--- src/rtl/bcd_clock_core.sv ---
// bcd_clock_core: BCD HH:MM:SS time-of-day core with button edit mode and 12/24-hour display.
// Digit index 0..5 = hrL, hrR, mL, mR, sL, sR throughout.
module bcd_clock_core #(
    parameter int TICK_DIV = 100000000,
    parameter int CNT_W    = 27,
    parameter bit EDIT_SEC = 1'b1
) (
    input  logic       clk,
    input  logic       rst,
    input  logic       fmt12,
    input  logic       bL,
    input  logic       bR,
    input  logic       bC,
    input  logic       bD,
    output logic       edit,
    output logic [2:0] cursor,
    output logic       ampm,
    output logic [3:0] hrL,
    output logic [3:0] hrR,
    output logic [3:0] mL,
    output logic [3:0] mR,
    output logic [3:0] sL,
    output logic [3:0] sR,
    output logic       sec_pulse,
    output logic       day_wrap
);
    typedef enum logic {EDIT, RUN} state_t;

    localparam logic [2:0]       LAST = EDIT_SEC ? 3'd5 : 3'd3;
    localparam logic [CNT_W-1:0] TOP  = CNT_W'(TICK_DIV - 1);

    state_t           st, st_n;
    logic [CNT_W-1:0] cnt, cnt_n;
    logic [2:0]       cur, cur_n;
    logic [3:0]       t    [6];
    logic [3:0]       t_n  [6];
    logic [3:0]       ti   [6];
    logic [3:0]       v, mx;
    logic             c5, c4, c3, c2, wrap, tick, step;
    logic [4:0]       hb, h12;
    logic             pm;
    logic [3:0]       dh1, dh0;

    // one-second increment with BCD carries through to the day wrap
    always_comb begin
        c5    = t[5] == 4'd9;
        c4    = c5 && t[4] == 4'd5;
        c3    = c4 && t[3] == 4'd9;
        c2    = c3 && t[2] == 4'd5;
        wrap  = c2 && t[0] == 4'd2 && t[1] == 4'd3;
        ti[5] = c5 ? 4'd0 : t[5] + 4'd1;
        ti[4] = c5 ? (c4 ? 4'd0 : t[4] + 4'd1) : t[4];
        ti[3] = c4 ? (c3 ? 4'd0 : t[3] + 4'd1) : t[3];
        ti[2] = c3 ? (c2 ? 4'd0 : t[2] + 4'd1) : t[2];
        ti[1] = !c2 ? t[1] : (wrap || t[1] == 4'd9) ? 4'd0 : t[1] + 4'd1;
        ti[0] = !c2 ? t[0] : wrap ? 4'd0 : t[1] == 4'd9 ? t[0] + 4'd1 : t[0];
    end

    always_comb begin
        tick  = st == RUN && cnt == TOP;
        v     = t[cur];
        mx    = cur == 3'd0 ? 4'd2 : cur == 3'd1 ? (t[0] == 4'd2 ? 4'd3 : 4'd9) : cur[0] ? 4'd9 : 4'd5;
        st_n  = st;
        cur_n = cur;
        cnt_n = '0;
        t_n   = t;
        step  = 1'b0;
        if (st == RUN) begin
            if (bL) begin
                st_n  = EDIT;
                cur_n = '0;
            end else if (bD) begin
                st_n  = EDIT;
                cur_n = '0;
                t_n   = '{default: 4'd0};
            end else if (tick) begin
                t_n  = ti;
                step = 1'b1;
            end else
                cnt_n = cnt + 1'b1;
        end else if (bL) begin
            if (cur == 3'd0) st_n = RUN;
            else cur_n = cur - 3'd1;
        end else if (bR) begin
            if (cur == LAST) begin
                st_n  = RUN;
                cur_n = '0;
            end else
                cur_n = cur + 3'd1;
        end else if (bC)
            t_n[cur] = v >= mx ? 4'd0 : v + 4'd1;
        else if (bD)
            t_n[cur] = v == 4'd0 ? mx : v - 4'd1;
        // hours 24..29 are unreachable: pull hrR down whenever hrL lands on 2
        if (t_n[0] == 4'd2 && t_n[1] > 4'd3) t_n[1] = 4'd3;
        if (!EDIT_SEC && st_n == EDIT) begin
            t_n[4] = 4'd0;
            t_n[5] = 4'd0;
        end
    end

    always_comb begin
        hb  = 5'(t[0]) * 5'd10 + 5'(t[1]);
        pm  = hb >= 5'd12;
        h12 = hb == 5'd0 ? 5'd12 : hb > 5'd12 ? hb - 5'd12 : hb;
        dh1 = h12 >= 5'd10 ? 4'd1 : 4'd0;
        dh0 = 4'(h12 >= 5'd10 ? h12 - 5'd10 : h12);
    end

    always_ff @(posedge clk or posedge rst) begin
        if (rst) begin
            st        <= EDIT;
            cnt       <= '0;
            cur       <= '0;
            t         <= '{default: 4'd0};
            edit      <= 1'b1;
            cursor    <= '0;
            ampm      <= 1'b0;
            hrL       <= '0;
            hrR       <= '0;
            mL        <= '0;
            mR        <= '0;
            sL        <= '0;
            sR        <= '0;
            sec_pulse <= 1'b0;
            day_wrap  <= 1'b0;
        end else begin
            st        <= st_n;
            cnt       <= cnt_n;
            cur       <= cur_n;
            t         <= t_n;
            edit      <= st == EDIT;
            cursor    <= cur;
            ampm      <= fmt12 && pm;
            hrL       <= fmt12 ? dh1 : t[0];
            hrR       <= fmt12 ? dh0 : t[1];
            mL        <= t[2];
            mR        <= t[3];
            sL        <= t[4];
            sR        <= t[5];
            sec_pulse <= step;
            day_wrap  <= step && wrap;
        end
    end
endmodule

--- config.mk ---
export PLATFORM = sky130hd
export DESIGN_NAME = bcd_clock_core
export DESIGN_NICKNAME = d
export VERILOG_FILES = /design/src/rtl/bcd_clock_core.sv
export SDC_FILE = /design/constraint.sdc
export NUM_CORES = 1
export LEC_CHECK = 0
export BUFFER_PORTS_ARGS = -buffer_cell sky130_fd_sc_hd__clkbuf_2
export CAP_MARGIN = 5
export CORE_UTILIZATION = 53
export DETAILED_ROUTE_END_ITERATION = 6
export PLACE_DENSITY = 0.77
export SLEW_MARGIN = 5
export SYNTH_ARGS = -nofsm -noshare
export SYNTH_HDL_FRONTEND = slang
export SYNTH_SLANG_ARGS = --single-unit
--- constraint.sdc ---
create_clock -name clk -period 5.21 [get_ports clk]
set_input_delay 1.042 -clock clk [delete_from_list [all_inputs] [get_ports clk]]
set_output_delay 1.042 -clock clk [all_outputs]
set_load 0.02 [all_outputs]
==> flow_summary.yaml, run 1 <==
run_status:
  status: "complete, no violations"
floorplan:
  placementRows: 36
  die_ar_sq_mm: 0.0108
  die_y_um: 104
  starting_density_pct: 55.6
  die_w_um: 104
  ios: 38
  core_region_area_sq_mm: 0.00991
hold_path:
  min_path_type: "flip-flop to flip-flop"
cells_and_area:
  fillCellCount: 865
  fin_cells: 782
  layout.nets: 682
  area_delta_synth_final_pct: 8.56
  layout.cell_area.non_filler_sq_mm: 0.00598
  final_core_util_pct: 60.4
  antenna_cells: 0
  drive_above_1_share_pct: 12.8
cts:
  tritoncts_num_sinks: 86
  cts_clk_pin_slew_worst_paths_ps: 90
  clk_latency_ps: 360
  ctsRootBufferMaster: "sky130_fd_sc_hd__clkbuf_8"
  cts-htree-levels: 3
  tritoncts: "built"
  cts_hold_buf: 0
  post_cts_resized: 0
  cts.repair_timing.setup_buffer_count: 0
  clk_path_buf_depth: 2
  cts-buffers-inserted: 9
placed_design:
  dpl.cell_count: 766
  port_buffers: 37
  placedInstanceArea_sq_mm: 0.00578
  post-place-ws_ps: 1180
  dp.final_hpwl_um: 10200
  globalplace.congestion: 0.971
logic_synthesis:
  total_standard_cell_area_after_synthesis_sq_mm: 0.00551
  netlist-cell-type-count: 75
  synth_sequential_area_ratio_pct: 39.1
  synth_top_area_cell: "sky130_fd_sc_hd__dfrtp_1"
  mappedNetlistNets: 657
  post-synth-top-count-cell: "sky130_fd_sc_hd__dfrtp_1"
  post_synth.cell_area_avg_sq_um: 8.90
  yosys_most_used_dff: "sky130_fd_sc_hd__dfrtp_1"
  synth_common_cells: "85 x sky130_fd_sc_hd__dfrtp_1, 72 x sky130_fd_sc_hd__nor2_1, 49 x sky130_fd_sc_hd__nand2_1"
  netlist_top_cells_area: "sky130_fd_sc_hd__dfrtp_1 39%, sky130_fd_sc_hd__ha_1 6.8%, sky130_fd_sc_hd__nor2_1 4.9%"
  synth_cells: 619
  netlist.area_leader.share_pct: 38.6
  synthArstFlopShare_pct: 100
  ys.warnings.count: 0
  ffs_latches_synth: 86
  number_of_flops_mapped_to_enable_cells_by_yosys: 0
setup_path:
  setup.worst_path.end_class: "flip-flop"
  r2r_slack_ps: 1040
  required_ps: 5470
  crit_path_end: "t[7]"
  timing.reg2reg.worst_path_depth: 12
  crit_path_start_kind: "flip-flop"
  crit_arrival_ps: 4430
  worstSetupStartpoint: "cur[0]"
  cp_max_fo: 23
  launching_point_of_the_worst_reg2reg_path: "cur[0]"
  path_type_of_the_worst_setup_path: "flip-flop to flip-flop"
  reg2reg_to: "t[7]"
routing:
  first_pass_iters: 5
  post_detailed_route_drc_marker_count: 0
  routed_wire_length_per_instance_um: 18.2
  initialDrtViolationCount: 409
  final_antenna_net_count: 0
  route.vias.total: 4937
  vias_per_cell: 6.31
  drt-total-wl_um: 14300
grt:
  grt.overflow.total: 0
  grt_total_usage_pct: 27.3
  grt_max_degree: 87
  grt_antenna_before_repair: 0
  via_count_of_the_first_global_routing_pass: 4810
  grt_first_pass_wirelength_um: 23600
sta:
  totalNegativeSetupSlack_ps: 0
  shortest_period_the_worst_path_allows_ps: 4170
  number_of_hold_slack_violations_in_the_final_timing_report: 0
  final.setup.worst_slack_ps: 1040
  unrepaired_setup_endpoints_after_global_routing: "false"
  worst-slew-pin-transition_ps: 1040
  maximum_achievable_frequency_mhz: 240
  min_period_over_period_pct: 80.0
  setup-violations-final: 0
  fin_hold_ws_ps: 453
  finalClockSkew_ps: 11.2
  slew-limit-headroom_pct: 30.5
  timing.final.max_slew_violations: 0
power_and_ir_drop:
  power_leakage_nw: 2.60
  vdd.ir_drop.worst_v: 0.000418
  report.power.total_mw: 3.37
  pwr_density_cell_mw_per_mm2: 564
flow_run:
  maxCapViolCount: 0
==> final cells by class <==
class	count	area, sq um	share of cell area, %
tap	133	166	2.78
clock inverter	6	68.8	1.15
timing repair buffer	40	208	3.47
inverter	31	118	1.97
multi-input combinational	476	3130	52.3
sequential	86	2150	36.0
clock buffer	10	138	2.30
==> kinds of logic (layout without fill, tap and decap cells) <==
logic type | after synthesis | count (layout) | synth area share (%)
AND/OR/NAND/NOR | 247 | 247 | 22.6
AO/OA/AOI/OAI | 150 | 150 | 18.4
flip-flops | 86 | 86 | 39.1
buffers and inverters | 57 | 87 | 4.11
adder cells (fa/ha/maj) | 33 | 33 | 7.54
XOR/XNOR | 29 | 29 | 4.61
multiplexers | 17 | 17 | 3.63
==> placed cells by master, fill, tap and decap left out, types with 3 or more instances in the layout <==
cell,Yosys,routed
sky130_fd_sc_hd__o32ai_1,3,3
sky130_fd_sc_hd__a21oi_1,41,41
sky130_fd_sc_hd__mux2_2,4,4
sky130_fd_sc_hd__nor3_1,13,13
sky130_fd_sc_hd__a31oi_1,7,7
sky130_fd_sc_hd__o31ai_1,6,6
sky130_fd_sc_hd__clkinv_2,0,3
sky130_fd_sc_hd__a211oi_1,4,4
sky130_fd_sc_hd__nand3b_1,6,6
sky130_fd_sc_hd__xor2_1,13,13
sky130_fd_sc_hd__a22o_1,4,4
sky130_fd_sc_hd__o211ai_1,7,7
sky130_fd_sc_hd__nand2b_1,4,4
sky130_fd_sc_hd__o21a_1,3,3
sky130_fd_sc_hd__or2_2,8,8
sky130_fd_sc_hd__or3_1,7,7
sky130_fd_sc_hd__nand2_1,49,49
sky130_fd_sc_hd__a22oi_1,4,4
sky130_fd_sc_hd__and3_1,10,10
sky130_fd_sc_hd__clkbuf_2,0,37
sky130_fd_sc_hd__a221oi_1,4,4
sky130_fd_sc_hd__clkbuf_8,0,10
sky130_fd_sc_hd__inv_1,31,30
sky130_fd_sc_hd__or4_1,4,4
sky130_fd_sc_hd__dfrtp_1,85,85
sky130_fd_sc_hd__nor3b_1,6,6
sky130_fd_sc_hd__o21ai_0,32,32
sky130_fd_sc_hd__mux2i_1,11,11
sky130_fd_sc_hd__nand4b_1,3,3
sky130_fd_sc_hd__nor2b_1,9,9
sky130_fd_sc_hd__nor2_1,72,72
sky130_fd_sc_hd__nand4_1,6,6
sky130_fd_sc_hd__ha_1,30,30
sky130_fd_sc_hd__buf_4,1,3
sky130_fd_sc_hd__nand3_1,29,29
sky130_fd_sc_hd__and2_1,6,6
sky130_fd_sc_hd__nor4_1,4,4
sky130_fd_sc_hd__xnor2_1,16,16
sky130_fd_sc_hd__a21o_1,6,6
==> state kept, by name (all words and copies together) (netlist names), 3 cells and up <==
signal,count
mL,4
cnt,27
hrR,4
cursor,3
sR,4
hrL,4
mR,4
t,24
cur,3
sL,4
==> worst max-delay path: stages (launching register included) <==
cell and delay (ps):
sky130_fd_sc_hd__dfrtp_1 920, sky130_fd_sc_hd__inv_1 300, sky130_fd_sc_hd__ha_1 320, sky130_fd_sc_hd__or3b_2 450, sky130_fd_sc_hd__a2bb2oi_1 160, sky130_fd_sc_hd__ha_1 340
sky130_fd_sc_hd__inv_1 80, sky130_fd_sc_hd__a2111o_1 330, sky130_fd_sc_hd__nand3_1 150, sky130_fd_sc_hd__a21oi_1 50, sky130_fd_sc_hd__o21ai_0 510, sky130_fd_sc_hd__o32ai_1 210
sky130_fd_sc_hd__a22o_1 220
==> power breakdown <==
part | leakage, nW | internal, mW | switching [mW]
Clock | 0.109 | 0.239 | 0.252
Combinational | 1.34 | 0.708 | 1.17
Sequential | 1.15 | 0.790 | 0.214
==> metal layers <==
metal	share of wire [%]	up-vias	global-route usage, %
li1	-	2279	-
met1	43	2395	35.4
met2	48	230	44.4
met3	6.5	33	5.08
met4	2.6	0	12.4
met5	0	-	0
==> worst min path at each step <==
stage	from	endpoint	cells after the start
after floorplan	cur[2]	cursor[2]	0
after CTS	t[9]	mR[1]	0
after global routing	t[9]	mR[1]	0
after detailed placement	t[9]	mR[1]	0
after global placement	t[9]	mR[1]	0
final	t[9]	mR[1]	0
No activity file was read; power rests on OpenSTA's default activity.
==> run 2, diff against run 1 <==
--- a/config.mk
+++ b/config.mk
@@ -5,11 +5,12 @@
 export SDC_FILE = /design/constraint.sdc
 export NUM_CORES = 1
 export LEC_CHECK = 0
+export ABC_AREA = 1
 export BUFFER_PORTS_ARGS = -buffer_cell sky130_fd_sc_hd__clkbuf_2
 export CAP_MARGIN = 5
 export CORE_UTILIZATION = 53
 export DETAILED_ROUTE_END_ITERATION = 6
-export PLACE_DENSITY = 0.77
+export PLACE_DENSITY = 0.8
 export SLEW_MARGIN = 5
 export SYNTH_ARGS = -nofsm -noshare
 export SYNTH_HDL_FRONTEND = slang
==> constraint.sdc (replaced) <==
create_clock -name clk -period 3.8 [get_ports clk]
set_input_delay 0.76 -clock clk [delete_from_list [all_inputs] [get_ports clk]]
set_output_delay 0.76 -clock clk [all_outputs]
set_load 0.02 [all_outputs]
==> run 2 against run 1 <==
Total power increased by 75%. Die area increased by 6.1%. Design area increased by 6.5%. Maximum frequency increased by 30%. Sequential power increased by 58%. Clock skew decreased by 2.6 ps. Worst setup slack got worse by 450 ps. Synthesized cell count increased by 33%. Routed wire length about the same. Combinational power increased by 95%. Critical path type unchanged. Critical endpoint is now t[19]. Highest routed layer unchanged.
==> flow_summary.yaml, run 2 <==
cts:
  cts_clk_pin_slew_worst_paths_ps: 90
  cts-htree-levels: 3
  tritoncts_num_sinks: 86
  cts-buffers-inserted: 9
  cts_hold_buf: 0
  tritoncts: "built"
  clk_path_buf_depth: 2
  ctsRootBufferMaster: "sky130_fd_sc_hd__clkbuf_8"
  post_cts_resized: 0
  cts.repair_timing.setup_buffer_count: 0
  clk_latency_ps: 370
sta:
  timing.final.max_slew_violations: 0
  maximum_achievable_frequency_mhz: 311
  worst-slew-pin-transition_ps: 826
  unrepaired_setup_endpoints_after_global_routing: "false"
  number_of_hold_slack_violations_in_the_final_timing_report: 0
  shortest_period_the_worst_path_allows_ps: 3210
  slew-limit-headroom_pct: 45.0
  fin_hold_ws_ps: 471
  totalNegativeSetupSlack_ps: 0
  setup-violations-final: 0
  finalClockSkew_ps: 8.55
  min_period_over_period_pct: 84.6
logic_synthesis:
  synth-adder-area-share_pct: 6.75
  netlist.area_leader.share_pct: 36.3
  synth_common_cells: "221 x sky130_fd_sc_hd__nand2_1, 100 x sky130_fd_sc_hd__inv_1, 89 x sky130_fd_sc_hd__nor2_1"
  post_synth.cell_area_avg_sq_um: 7.12
  synth_top_area_cell: "sky130_fd_sc_hd__dfrtp_1"
  ffs_latches_synth: 86
  largest_family_of_logic_cells_by_synthesized_area: "simple AND/OR/NAND/NOR gates"
  number_of_flops_mapped_to_enable_cells_by_yosys: 0
  synth_compound_gate_area_share_pct: 11.7
  yosys_most_used_dff: "sky130_fd_sc_hd__dfrtp_1"
  synth_sequential_area_ratio_pct: 36.8
  post-synth-top-count-cell: "sky130_fd_sc_hd__nand2_1"
  post_synth_xor_area_fraction_pct: 3.14
  mappedNetlistNets: 860
  ys.warnings.count: 0
  total_standard_cell_area_after_synthesis_sq_mm: 0.00585
  synth.area.mux_share_pct: 0
  synth_cells: 822
  netlist_top_cells_area: "sky130_fd_sc_hd__dfrtp_1 36%, sky130_fd_sc_hd__nand2_1 14%, sky130_fd_sc_hd__ha_1 6.4%"
  post_synth_simple_gate_area_pct: 33.3
  netlist-cell-type-count: 47
  synthArstFlopShare_pct: 100
setup_path:
  cp_max_fo: 15
  path_type_of_the_worst_setup_path: "flip-flop to flip-flop"
  required_ps: 4070
  crit_arrival_ps: 3490
  slowest_stage: "sky130_fd_sc_hd__dfrtp_1"
  setup.worst_path.end_class: "flip-flop"
  crit_path_cell_trace: "inv_2 -> ha_1 -> nand2_1 -> o21ai_0 -> inv_1 -> ha_1 -> o21ai_0 -> nand2_1 -> nor2_1 -> nor2_1 -> a21oi_2 -> nand3_1 -> nand2_1 -> nand2_1 -> nand3_1 -> nand2_1 -> nand3_1 -> nand2_1 -> nor2_2 -> nor2_1"
  crit_path_start_kind: "flip-flop"
  max_stage_delay_ps: 570
  worst_path_most_repeated_cell: "sky130_fd_sc_hd__nand2_1"
power_and_ir_drop:
  power_leakage_nw: 3.07
  vdd.ir_drop.worst_v: 0.000635
  p_sw_share_pct: 52.8
  pwr_density_cell_mw_per_mm2: 928
  power_frac_seq_pct: 26.7
  switching_power_mw: 3.12
  power_frac_clock_pct: 11.2
  comb_power_share_pct: 62.1
  internal_power_mw: 2.79
hold_path:
  min_path_type: "flip-flop to flip-flop"
grt:
  grt_total_usage_pct: 26.7
  grt_antenna_before_repair: 0
  grt.overflow.total: 0
  via_count_of_the_first_global_routing_pass: 5133
  grt_max_degree: 48
  grt_first_pass_wirelength_um: 24200
cells_and_area:
  antenna_cells: 0
  fin_cells: 1005
  most-common-layout-cells: "221 x sky130_fd_sc_hd__nand2_1, 99 x sky130_fd_sc_hd__inv_1, 89 x sky130_fd_sc_hd__nor2_1"
  largest_register: "cnt"
  largest_reg_flops: 27
  area_delta_synth_final_pct: 8.81
  drive_above_1_share_pct: 10.9
  mostFrequentLayoutCell: "sky130_fd_sc_hd__nand2_1"
  largest_registers: "cnt x27, t x24"
  layout.nets: 898
  final_core_util_pct: 59.0
floorplan:
  starting_density_pct: 54.2
  ios: 38
  placementRows: 38
  core_region_area_sq_mm: 0.0108
  die_ar_sq_mm: 0.0115
  die_w_um: 107
  die_y_um: 107
flow_run:
  maxCapViolCount: 0
routing:
  first_pass_iters: 5
  post_detailed_route_drc_marker_count: 0
  final_antenna_net_count: 0
  vias_per_cell: 5.55
  route.vias.total: 5582
  drt-total-wl_um: 14300
  initialDrtViolationCount: 606
  routed_wire_length_per_instance_um: 14.2
placed_design:
  globalplace.congestion: 0.972
  port_buffers: 37
  dpl.cell_count: 989
  dp.final_hpwl_um: 10600
run_status:
  status: "complete, no violations"
## run 2: changes by cell type in the layout (fill, tap and decap cells not counted), sizes merged, moves of 7 or more
cell,before,now
nand4,6,19
nor2,72,102
nor2b,9,0
a22oi,4,16
nand3,29,63
xnor2,16,5
nor3,13,23
and3,12,1
or3,7,0
a21oi,41,49
mux2i,11,0
inv,32,107
or2,9,2
nand2,49,227
## run 2: worst max-delay path, delay by kind of cell, from the launching register on
kind,cells,cell delay (ps)
flip-flops,1,570
AND/OR/NAND/NOR,13,1070
AO/OA/AOI/OAI,3,600
buffers and inverters,2,330
adder cells (fa/ha/maj),2,540
## run 2: path summary, 6_finish.rpt
check | slack [ps] | end | cells past startpoint | start
min in group asynchronous | 490 | sL[3] | 2 | rst
min reg2reg | 470 | mL[3] | 0 | t[15]
max reg2reg | 590 | t[19] | 20 | cur[1]
min | 470 | mL[3] | 0 | t[15]
max | 590 | t[19] | 20 | cur[1]
max in group asynchronous | 2550 | cnt[3] | 3 | rst
## run 2: through the flow
step                cell area [sq um]  power (mW)  setup WS (ps)
finish                           6370        5.91            586
global route                     6370        6.52            208
CTS                              6370        5.88            654
detailed placement               6170        5.20            687
global placement                 6170        5.13            791
floorplan                        5850        4.38            820
## run 2: cells by family (layout without fill, tap and decap cells)
logic type / count (synthesis) / in the layout
AO/OA/AOI/OAI: 117 / 117
XOR/XNOR: 21 / 21
adder cells (fa/ha/maj): 31 / 31
buffers and inverters: 124 / 167
flip-flops: 86 / 86
AND/OR/NAND/NOR: 443 / 443
## run 2: area by class of cell
| class | instances | area [sq um] |
|---|---|---|
| fillers | 1008 | 4420 |
| multi-input cells | 612 | 3210 |
| flip-flops and latches | 86 | 2150 |
| inverters | 109 | 410 |
| repair buffers | 42 | 223 |
| well taps | 140 | 175 |
| clock buffers | 9 | 124 |
| clock inverters | 7 | 72.6 |
## run 2: power by group through the flow
stage                     logic, mW  registers (mW)  clock network, mW
after detailed placement       3.61            1.59                  0
after global placement         3.55            1.58                  0
after global routing           4.20            1.62              0.704
after floorplan                2.74            1.64                  0
after CTS                      3.64            1.58              0.669
final                          3.67            1.58              0.662
## run 2: metal layers
metal  global-route usage [%]  vias to the layer above  share of wire, %
li1                         -                     2751                 -
met5                        0                        -                 0
met1                     37.5                     2569                45
met4                     9.98                        0               2.7
met3                     4.32                       40               6.8
met2                     41.2                      222                46
